[config.mk]
export PLATFORM = sky130hd
export DESIGN_NAME = queue
export DESIGN_NICKNAME = d
export VERILOG_FILES = /design/src/rtl/queue.sv
export SDC_FILE = /design/constraint.sdc
export NUM_CORES = 1
export LEC_CHECK = 0
export ABC_AREA = 1
export ABC_CLOCK_PERIOD_IN_PS = 1900
export CAP_MARGIN = 20
export CORE_ASPECT_RATIO = 1.5
export CORE_UTILIZATION = 35
export CTS_BUF_LIST = sky130_fd_sc_hd__clkbuf_2 sky130_fd_sc_hd__clkbuf_4 sky130_fd_sc_hd__clkbuf_8
export DETAILED_ROUTE_END_ITERATION = 8
export GPL_TIMING_DRIVEN = 0
export MAX_ROUTING_LAYER = met4
export PLACE_DENSITY = 0.85
export RECOVER_POWER = 100
export SYNTH_ARGS = -nofsm -noshare
export SYNTH_HDL_FRONTEND = slang
export SYNTH_SLANG_ARGS = --single-unit
[constraint.sdc]
create_clock -name clk -period 1.9 [get_ports clk]
set_clock_uncertainty 0.15 [all_clocks]
set_input_delay 0.38 -clock clk [delete_from_list [all_inputs] [get_ports clk]]
set_output_delay 0.38 -clock clk [all_outputs]
set_load 0.03 [all_outputs]
[src/rtl/queue.sv]
// queue: first-word fall-through FIFO with a registered occupancy count.
//
// Parameters
//   W : data width in bits (W >= 1)
//   N : capacity in entries, power of two, N >= 1
//
// Ports
//   clk      in   single clock, rising-edge active
//   rst_n    in   synchronous active-low reset (clears count and pointers)
//   clk_en   in   clock enable; when low no state changes
//   i_valid  in   producer offers data on i
//   i_ready  out  queue can accept an entry (count != N)
//   i        in   data to enqueue
//   o_valid  out  head entry present on o (count != 0)
//   o_ready  in   consumer accepts the head entry
//   o        out  head entry data (don't-care while o_valid is low)
//
// Handshake: a transfer happens on an enabled rising edge when valid and
// ready are both high on the same side; valid never depends on ready.
// i_ready and o_valid are decoded only from the registered count, so a
// push into an empty queue shows up on o one cycle later (no bypass), and
// a pop from a full queue does not free space for a push in the same cycle.
//
// Optional build macro
//   QUEUE_ASSERT_EN : adds simulation-only checks for overflow attempts and
//                     illegal N. Functional behaviour is identical either way.
//
// Storage is intentionally not reset; only count and pointers are.

`default_nettype none

module queue #(
  parameter int W = 32,
  parameter int N = 1
) (
  input  logic         clk,
  input  logic         rst_n,
  input  logic         clk_en,
  input  logic         i_valid,
  output logic         i_ready,
  input  logic [W-1:0] i,
  output logic         o_valid,
  input  logic         o_ready,
  output logic [W-1:0] o
);

  localparam int CW = $clog2(N + 1);

  logic [CW-1:0] count;
  logic [W-1:0]  storage [N];
  logic          push;
  logic          pop;

  assign i_ready = (count != CW'(N));
  assign o_valid = (count != '0);

  assign push = clk_en & i_valid & i_ready;
  assign pop  = clk_en & o_valid & o_ready;

  // Occupancy: +1 on push only, -1 on pop only, unchanged otherwise.
  always_ff @(posedge clk) begin
    if (!rst_n) begin
      count <= '0;
    end else if (push && !pop) begin
      count <= count + CW'(1);
    end else if (pop && !push) begin
      count <= count - CW'(1);
    end
  end

  generate
    if (N == 1) begin : g_single
      // One slot: no pointers, slot 0 is both head and tail.
      always_ff @(posedge clk) begin
        if (push) begin
          storage[0] <= i;
        end
      end

      assign o = storage[0];
    end else begin : g_ring
      localparam int PW = $clog2(N);

      logic [PW-1:0] wr_ptr;
      logic [PW-1:0] rd_ptr;

      // N is a power of two, so the pointers wrap by plain overflow.
      always_ff @(posedge clk) begin
        if (!rst_n) begin
          wr_ptr <= '0;
          rd_ptr <= '0;
        end else begin
          if (push) begin
            wr_ptr <= wr_ptr + PW'(1);
          end
          if (pop) begin
            rd_ptr <= rd_ptr + PW'(1);
          end
        end
      end

      always_ff @(posedge clk) begin
        if (push) begin
          storage[wr_ptr] <= i;
        end
      end

      assign o = storage[rd_ptr];
    end
  endgenerate

`ifdef QUEUE_ASSERT_EN
  if (N < 1 || (N & (N - 1)) != 0) begin : g_bad_n
    $error("%m: N=%0d must be a power of two and >= 1", N);
  end

  always_ff @(posedge clk) begin
    if (rst_n && clk_en && i_valid && !i_ready) begin
      $error("%m: overflow attempt, i_valid high while i_ready low");
    end
  end
`endif

endmodule

`default_nettype wire

* Yosys cells after proc, flatten, opt, wreduce, memory -nomap -nowiden *
Memory sizes are Yosys's and may differ from the RTL's.
Cells that the tools add are included.

storage, ports and cells
  flip-flop bits (word level) = 1
  RAM bits = 32
  output and inout bits = 34
  logic and storage cells = 18
  memories = 1

cells by class
  add/sub/neg operators = 2
  multiplexer cells = 4
  bitwise gates (word level) = 5
  reduce and logical (&&, ||, !) cells = 5

memories
  memory   words  width  read ports  clocked after Yosys merged registers in  write ports  RTL line  RTL
  storage  1      32     1           0                                        1            50        logic [W-1:0] storage [N];

operators by type and width
  kind                   number
  $and A1 B1 Y1          4
  $mux W1                4
  $logic_and A1 B1 Y1    2
  $logic_not A1 Y1       2
  $reduce_bool A2 Y1     1
  $add A1 B1 Y1 const B  1
  $not A1 Y1             1
  $sub A1 B1 Y1 const B  1

* Longest topological paths before layout *
Gate-level depths: netlist (run 1).

  word-level depth = 6
  depth in mapped cells = 3
  mapped depth without buffers = 3

* Worst setup path before layout (run 1) *
OpenSTA, ideal clock, no wires.

  kind = reg2reg
  start = register count (netlist: o_valid)
  end = memory storage[0][0], enable pin
  library setup time = 0.387 ns
  arrival = 1.348 ns
  setup slack = 0.016 ns
  stages on the path, launching flop included = 4
  path buffers = 0
  clock period less this slack = 1.884 ns
  path through = dfxtp_1 > inv_2 > nand3_2 > inv_1

between the ends
  cells in the longest elaborated chain, start to end = 4

ends and longest elaborated chain
  element                        RTL line  RTL
  from (decl)                    49        logic [CW-1:0] count;
  from (signal assigned)         65        count <= count + CW'(1);
  from (signal assigned)         67        count <= count - CW'(1);
  $not A1 Y1                     54        assign i_ready = (count != CW'(N));
  net i_ready                    40        output logic i_ready,
  $and A1 B1 Y1                  57        assign push = clk_en & i_valid & i_ready;
  net push                       51        logic push;
  $mux W1                        75        if (push) begin
  $mux W1 (not written as such)  76        storage[0] <= i;
  to (decl)                      50

The timed path passes the listed nets, and every way through them passes these cells.

* Worst setup path in the final report (run 1) *
  start = memory storage[0][20]
  end = output port o[20]

between the ends
  cells in the longest elaborated chain, start to end = 1

ends and longest elaborated chain
  element         RTL line  RTL
  $mem_v2 Z1 W32  --
  to (decl)       44        output logic [W-1:0] o

No other way between the ends.

==> reports/metrics.csv, run 1 <==
stage,metric,value,unit
outcome,status,completed,
layout,area_growth,82.7,%
critical_path,cp_cell_sequence,clkdlybuf4s50_1,
routing,remaining_drc_errors,0,
worst_hold_path,worst_hold_path_type,flop to flop,
sta,worst_pin_slew,335,ps
global_route,grt_pass1_vias,582,
routing,firstDrtPassIters,2,
place,place.port_buffers,70,
job,cap_violations,0,
clocking,root_buffer,clkbuf_8,
yosys,yosysTopAreaCell,edfxtp_1,
floorplan,start_util,37.7,%
clocking,cts_sinks,33,
layout,layout-drive-gt1-share,9.24,%
critical_path,worstPathArrival,1280,ps
layout,final_nets,155,
yosys,synth_area_leaders,"edfxtp_1 (94%), dfxtp_1 (2.0%), nand3_2 (0.98%), a21oi_2 (0.86%), inv_1 (0.74%)",
critical_path,cp-start-kind,flop,
yosys,synthArstFlopShare,0,%
clocking,clk_path_buf_depth,2,
critical_path,crit_type,flop to output port,
sta,fin_crit_sh,95.4,%
critical_path,cp_slowest_stage_delay,670,ps
sta,rsz0062_at_grt,false,
sta,period_minus_slack,1810,ps
global_route,antenna_found_initial,0,
yosys,avgSynthCellArea,25.5,µm²
floorplan,die_w,46.0,µm
clocking,clk_pin_slew,60,ps
routing,routedWlPerCell,12.3,µm
worst_hold_path,min_to,o_valid,
power,cellLeakagePower,0.655,nW
worst_hold_path,hold_depth,2,
clocking,hold_buffers,0,
worst_hold_path,min_from,o_valid,
yosys,ys_types,7,
floorplan,fp-row-count,23,
floorplan,die_area,3130,µm²
yosys,synthFlopType,edfxtp_1,
routing,viasPerCell,4.06,
critical_path,reg2reg_slack,350,ps
place,hpwl,1470,µm
routing,drt_iter0_markers,17,
clocking,insertion_delay,270,ps
sta,hold_viol_final,0,
clocking,cts_buffers,5,
layout,final.fill_count,204,
floorplan,ios,71,
critical_path,r2r-start,o_valid,
critical_path,end_kind,output port,
layout,final-seq-area,981,µm²
power,ir_drop,0.671,mV
critical_path,r2r_end,storage[0][5],
critical_path,cp_num_buf_inv,1,
global_route,grt_max_degree,33,
global_route,track_usage,14.0,%
yosys,synth_most_common_cell,edfxtp_1,
routing,wirelength,1920,µm
sta,finalMaxSlewViolations,0,
clocking,post_cts_buffers,0,
sta,timing.fmax,552,MHz
place,place_congestion,0.624,
routing,final_antenna_net_count,0,
global_route,grt_pass1_wl,2740,µm
layout,final_cells,156,
yosys,synth-edff-count,32,
critical_path,reg2reg_depth,3,
floorplan,die_h,68.1,µm
yosys,synth.net_count,77,
routing,via_count,634,
clocking,cts_tree,built,
global_route,globalRoute.totalOverflow,0,
critical_path,cp.required,1370,ps
sta,whs,352,ps
yosys,ys_seq_elements,33,
yosys,seq_area_frac_synth,96.3,%
sta,relSlewSlack,77.6,%
clocking,htree_levels,2,
power,pwr_density_cell,842,nW/µm²
critical_path,crit_family,buffers and inverters,
place,dpl.cell_count,147,
floorplan,core_area,2710,µm²
yosys,yosysWarnings,0,
layout,multi_input_area,21.3,µm²
yosys,synth_commonest_cells,"edfxtp_1 (32), inv_1 (2), nand2_1 (2)",
yosys,synth_top_area_share,94.3,%
critical_path,crit_slowest_cell,clkdlybuf4s50_1,
yosys,syn_area,1020,µm²
layout,diodes,0,
yosys,synthCells,40,
critical_path,critPathMaxFanout,1,
sta,setup_viol,0,
repair_timing:
action	in CTS	in global routing
hold endpoints to repair	0	0
setup endpoints to repair	34	23
resized for setup	3	1
cloned	0	1
worst max-delay path by stage:
stage / startpoint / end / slack (ps) / depth (start not counted)
2_1_floorplan: o_valid / storage[0][0] / 20 / 3
3_3_place_gp: clk_en / storage[0][6] / -430 / 3
3_5_place_dp: clk_en / storage[0][3] / -510 / 3
4_1_cts: clk_en / storage[0][5] / 70 / 3
5_1_grt: storage[0][24] / o[24] / 40 / 1
6_report: storage[0][20] / o[20] / 90 / 1
final cells by class:
type | instances | area share [%]
Sequential cell | 33 | 52.7
Tap cell | 37 | 2.49
Timing Repair inverter | 1 | 0.403
Multi-Input combinational cell | 4 | 1.14
Clock buffer | 8 | 4.91
Inverter | 3 | 0.807
Timing Repair Buffer | 70 | 37.5
state kept, by name, summed over array words and instances (netlist names):
| name | cells |
|---|---|
| storage | 32 |
| o_valid | 1 |
kinds of logic after synthesis:
| group | share of synthesized area [%] |
|---|---|
| flip-flops | 96.3 |
| AO/OA/AOI/OAI | 0.860 |
| AND/OR/NAND/NOR | 1.72 |
| buffers and inverters | 1.11 |
report_power, final:
| part | switching [mW] | total, mW | internal, mW |
|---|---|---|---|
| combinational | 0.103 | 0.203 | 0.101 |
| sequential | 0.00772 | 0.845 | 0.837 |
| clock | 0.216 | 0.519 | 0.302 |
per-layer routing:
layer	GRT usage (%)	part of all wire, %	up-vias
li1	-	-	306
met1	12.3	32	280
met2	23.2	57	42
met3	7.12	9.0	6
met4	7.72	2.0	0
met5	-	0	-
layout by cell type (no fill, tap or decap), types with 2 or more instances in the layout:
cell / synthesis / layout
dlygate4sd3_1: 0 / 32
clkbuf_8: 0 / 5
dlygate4sd2_1: 0 / 2
clkinvlp_4: 0 / 2
clkbuf_4: 0 / 3
clkdlybuf4s50_1: 0 / 36
edfxtp_1: 32 / 32
nand2_1: 2 / 2
inv_1: 2 / 2
per-stage QoR:
stage / utilization [%] / TNS [ps] / cell area, µm² / total power [mW] / setup WS, ps
after global placement: 65.3 / -13640 / 1770 / 1.07 / -427
after detailed placement: 65.3 / -16190 / 1770 / 1.08 / -507
after floorplan: - / 0 / 1020 / 0.943 / 15.8
final: 68.8 / 0 / 1860 / 1.57 / 87.9
after global routing: 68.8 / 0 / 1860 / 1.63 / 36.8
after CTS: 68.7 / 0 / 1860 / 1.60 / 65.7
Note: power is estimated with default switching activity, not from simulation.
==> run 2, diff against run 1 <==
--- a/config.mk
+++ b/config.mk
@@ -13,6 +13,7 @@
 export CTS_BUF_LIST = sky130_fd_sc_hd__clkbuf_2 sky130_fd_sc_hd__clkbuf_4 sky130_fd_sc_hd__clkbuf_8
 export DETAILED_ROUTE_END_ITERATION = 8
 export GPL_TIMING_DRIVEN = 0
+export HOLD_SLACK_MARGIN = 0.15
 export MAX_ROUTING_LAYER = met4
 export PLACE_DENSITY = 0.85
 export RECOVER_POWER = 100
==> results of run 2 <==
The final DEF is identical to that of run 1; final timing and power are the same.
==> run 3, diff against run 2 <==
--- a/config.mk
+++ b/config.mk
@@ -12,7 +12,6 @@
 export CORE_UTILIZATION = 35
 export CTS_BUF_LIST = sky130_fd_sc_hd__clkbuf_2 sky130_fd_sc_hd__clkbuf_4 sky130_fd_sc_hd__clkbuf_8
 export DETAILED_ROUTE_END_ITERATION = 8
-export GPL_TIMING_DRIVEN = 0
 export HOLD_SLACK_MARGIN = 0.15
 export MAX_ROUTING_LAYER = met4
 export PLACE_DENSITY = 0.85
==> run 3 against run 2 <==
Compared with the run above:
- register-to-register slack improved by 90 ps
- core utilization decreased by 0.51 points
- die area unchanged
- first-iteration DRC count increased by 47%
- combinational power about the same
- non-clock buffer count increased by 1
- wire length increased by 5.4%
- final area decreased by 0.74%
- critical path type unchanged
==> reports/metrics.csv, run 3 (synthesized netlist as in run 1, its figures left out) <==
stage,metric,value,unit,change
outcome,status,completed,,unchanged
layout,area_growth,81.3,%,was 82.7%
critical_path,critPathMaxFanout,1,,unchanged
clocking,clk_path_buf_depth,2,,unchanged
routing,remaining_drc_errors,0,,unchanged
sta,tns,0,ps,unchanged
sta,rsz0062_at_grt,false,,unchanged
critical_path,cp_slowest_stage_delay,690,ps,was 670 ps
critical_path,end_kind,output port,,unchanged
sta,period_minus_slack,1830,ps,was 1810 ps
routing,via_count,651,,was 634
job,cap_violations,0,,unchanged
sta,hold_viol_final,0,,unchanged
sta,worst_pin_slew,420,ps,was 335 ps
power,ir_drop,0.485,mV,was 0.671 mV
critical_path,cp.required,1370,ps,about the same
sta,setup_viol,0,,unchanged
worst_hold_path,worst_hold_path_type,flop to flop,,unchanged
global_route,grt_max_degree,33,,unchanged
global_route,antenna_found_initial,0,,unchanged
routing,highest_layer,met4,,unchanged
clocking,cts_sinks,33,,unchanged
place,place_congestion,0.633,,was 0.624
layout,final_nets,155,,unchanged
routing,firstDrtPassIters,2,,unchanged
layout,regMostFlops,storage,,unchanged
critical_path,cp_num_buf_inv,1,,unchanged
routing,drt_iter0_markers,25,,was 17
global_route,globalRoute.totalOverflow,0,,unchanged
floorplan,die_area,3130,µm²,unchanged
floorplan,core_area,2710,µm²,unchanged
layout,diodes,0,,unchanged
layout,final-seq-area,981,µm²,unchanged
place,hpwl,1610,µm,was 1470 µm
critical_path,cp-start-kind,flop,,unchanged
clocking,insertion_delay,270,ps,about the same
critical_path,worstPathArrival,1300,ps,was 1280 ps
routing,viasPerCell,4.17,,was 4.06
global_route,grt_pass1_wl,2730,µm,was 2740 µm
routing,wl_met3,174,µm,was 173 µm
routing,route.met2.wl,1230,µm,was 1090 µm
routing,routedWlPerCell,13.0,µm,was 12.3 µm
place,place_ws,139,ps,was -507 ps
global_route,track_usage,14.0,%,about the same
floorplan,die_w,46.0,µm,unchanged
layout,final_common_cell,clkdlybuf4s50_1,,unchanged
floorplan,ios,71,,unchanged
clocking,cts_buffers,5,,unchanged
routing,wirelength,2020,µm,was 1920 µm
floorplan,die_h,68.1,µm,unchanged
global_route,grt_pass1_vias,613,,was 582
sta,finalMaxSlewViolations,0,,unchanged
layout,final.fill_count,204,,unchanged
routing,final_antenna_net_count,0,,unchanged
sta,setup_ws,69.1,ps,was 87.9 ps
layout,multi_input_area,21.3,µm²,unchanged
sta,relSlewSlack,72.0,%,was 77.6%
floorplan,start_util,37.7,%,unchanged
floorplan,fp-row-count,23,,unchanged
critical_path,crit_type,flop to output port,,unchanged
layout,layout-drive-gt1-share,9.24,%,unchanged
layout,largest_reg_flops,32,,unchanged
sta,fin_crit_sh,96.4,%,was 95.4%
power,pwr_density_cell,847,nW/µm²,was 842 nW/µm²
layout,layout_common_cells,"clkdlybuf4s50_1 (35), dlygate4sd3_1 (33), edfxtp_1 (32), clkbuf_8 (5), clkbuf_4 (4)",,"was clkdlybuf4s50_1 (36), dlygate4sd3_1 (32), edfxtp_1 (32), clkbuf_8 (5), clkbuf_4 (3)"
critical_path,cp_cell_sequence,clkdlybuf4s50_1,,unchanged
clocking,root_buffer,clkbuf_8,,unchanged
power,p_total,1.56,mW,was 1.57 mW
clocking,cts_tree,built,,unchanged
clocking,htree_levels,2,,unchanged
power,cellLeakagePower,0.660,nW,was 0.655 nW
routing,met1Wirelength,607,µm,was 619 µm
clocking,hold_buffers,0,,unchanged
critical_path,crit_slowest_cell,clkdlybuf4s50_1,,unchanged
critical_path,crit_family,buffers and inverters,,unchanged
clocking,clk_pin_slew,60,ps,about the same
sta,timing.fmax,546,MHz,was 552 MHz
place,place.port_buffers,70,,unchanged
==> run 3: through the flow <==
step / hold WS [ps] / instance area [µm²] / std cells / utilization [%]
global placement: 337 / 1790 / 148 / 66.0
finish: 378 / 1850 / 156 / 68.3
floorplan: 329 / 1020 / 40 / -
detailed placement: 365 / 1790 / 148 / 66.0
CTS: 379 / 1880 / 156 / 69.4
global route: 401 / 1850 / 156 / 68.3
==> run 3: metal layers <==
layer / up-vias / GRT usage (%)
met2: 43 / 25.2
li1: 306 / -
met5: - / -
met1: 300 / 11.0
met3: 2 / 7.92
met4: 0 / 5.51
==> run 3: power breakdown <==
part / internal, mW / switching (mW) / leakage [nW]
Clock: 0.302 / 0.214 / 0.0498
Combinational: 0.0998 / 0.102 / 0.304
Sequential: 0.837 / 0.00842 / 0.307
==> run 3: layout make-up <==
| cell class | instances | area share (%) |
|---|---|---|
| sequential | 33 | 53.1 |
| timing repair buffer | 71 | 37.7 |
| clock buffer | 8 | 4.95 |
| tap | 37 | 2.51 |
| multi-input combinational | 4 | 1.15 |
| inverter | 3 | 0.610 |
==> run 3: final timing paths <==
path            startpoint        endpoint  slack [ps]  cells after the start
min reg2reg        o_valid         o_valid         380                      2
max reg2reg        o_valid  storage[0][13]         440                      4
min                o_valid         o_valid         380                      2
max          storage[0][2]            o[2]          70                      1
==> run 3: worst register-to-register path: stages, from the launching register on <==
cell and delay [ps]:
dfxtp_1 330, inv_2 60, nand3_1 100, inv_1 70, clkbuf_4 400
==> run 3: what timing repair did <==
item / 4_1_cts / 5_1_grt
setup endpoints to repair: 0 / 2
setup buffers: 0 / 0
gates resized for setup: 0 / 2
==> edit (settings of run 1) <==
The parameter `W` goes from 32 to 48.
--- a/src/rtl/queue.sv
+++ b/src/rtl/queue.sv
@@ -32,3 +32,3 @@
 module queue #(
-  parameter int W = 32,
+  parameter int W = 48,
   parameter int N = 1
Ports: changed (resized i and o); port bits go from 71 to 103. The function was not compared with the original's and may differ.
==> edit against run 1 <==
- synthesized area grew 47%
- final cell count grew 36%
- fmax shrank 2.0%
- setup slack lost 0.037 ns
- sequential cell count grew 16
- final area grew 44%
- power grew 39%
- worst hold slack gained 0.00067 ns
- highest routed layer unchanged
- register-to-register slack gained 0.02 ns
- critical endpoint is now o[38]
- critical path depth is the same
- wire length grew 72%
==> edit: results (changes against run 1) <==
- The flow ran to the end, and the final reports show no timing, DRC or antenna violations.
- The fraction of layout instances using a drive strength above 1 is 8.38% (-0.86 points).
- The highest ir drop seen on vdd came to 0.613 mV (-8.5%).
- The met2 track demand over resource in global routing is 29.6% (+6.4 points).
- The total of fill cells in the finished design came to 292 (+43%).
- The multi-input gate share of total cell area is 0.980% (-0.16 points).
- The clock transition at the registers of the reported paths is 0.08 ns (+0.02 ns).
- The DRC violation total after the first TritonRoute iteration is 8 (-9).
- The final-layout clock-cell area share is 3.64% (-1.3 points).
- The number of instances in the placed design is 203 (+38%).
- The total met2 wirelength after detailed routing is 2.00 mm (+83%).
- The overall routed net length is 3.31 mm (+72%).
- The number of buffers other than clock buffers in the final layout is 102 (+46%).
- The detailed-route wire length on metal 1 came to 1.02 mm (+65%).
- The actual slew at the worst max-slew pin is 0.497 ns (+0.162 ns).
- The quantity of I/O buffers inserted on ports is 102 (+46%).
- The final layout net count is 219 (+41%).
- The register area share after synthesis is 97.5% (+1.2 points).
- The detailed-routed wire length on met3 is 231 um (+34%).
- The number of global-route vias before repair is 1053 (+81%).
- The placed standard-cell area is 2580 um^2 (+46%).
- The wire length of the first global-routing pass came to 5.06 mm (+85%).
- The maximum number of pins on one net before global-route repair came to 25 (-24%).
- The relative area of non-clock buffer cells in the final design was 37.9% (+0.34 points).
- The average via count per standard cell came to 4.48 (+10%).
- The horizontal extent of the die is 55.4 um (+20%).
edit: cell count changes after synthesis, sizes merged:
cell           run 1  this run
edfxtp            32        48
edit: where the power goes:
| part | leakage, nW | switching (mW) | internal, mW | total, mW |
|---|---|---|---|---|
| clock network | 0.0523 | 0.297 | 0.325 | 0.623 |
| registers | 0.456 | 0.0130 | 1.24 | 1.26 |
| logic | 0.424 | 0.151 | 0.146 | 0.297 |
edit: cell families after synthesis:
family	Yosys count	synth area share (%)
AND/OR/NAND/NOR	3	1.17
flip-flops	49	97.5
AO/OA/AOI/OAI	1	0.584
buffers and inverters	3	0.751
edit: path summary, 6_finish.rpt:
path / from / end / slack (ns)
worst max register to register: o_valid$_SDFFE_PN0P_ / storage[0][8]$_DFFE_PP_ / 0.37
worst max-delay path: storage[0][38]$_DFFE_PP_ / o[38] / 0.05
worst min register to register: o_valid$_SDFFE_PN0P_ / o_valid$_SDFFE_PN0P_ / 0.35
worst min-delay path: o_valid$_SDFFE_PN0P_ / o_valid$_SDFFE_PN0P_ / 0.35
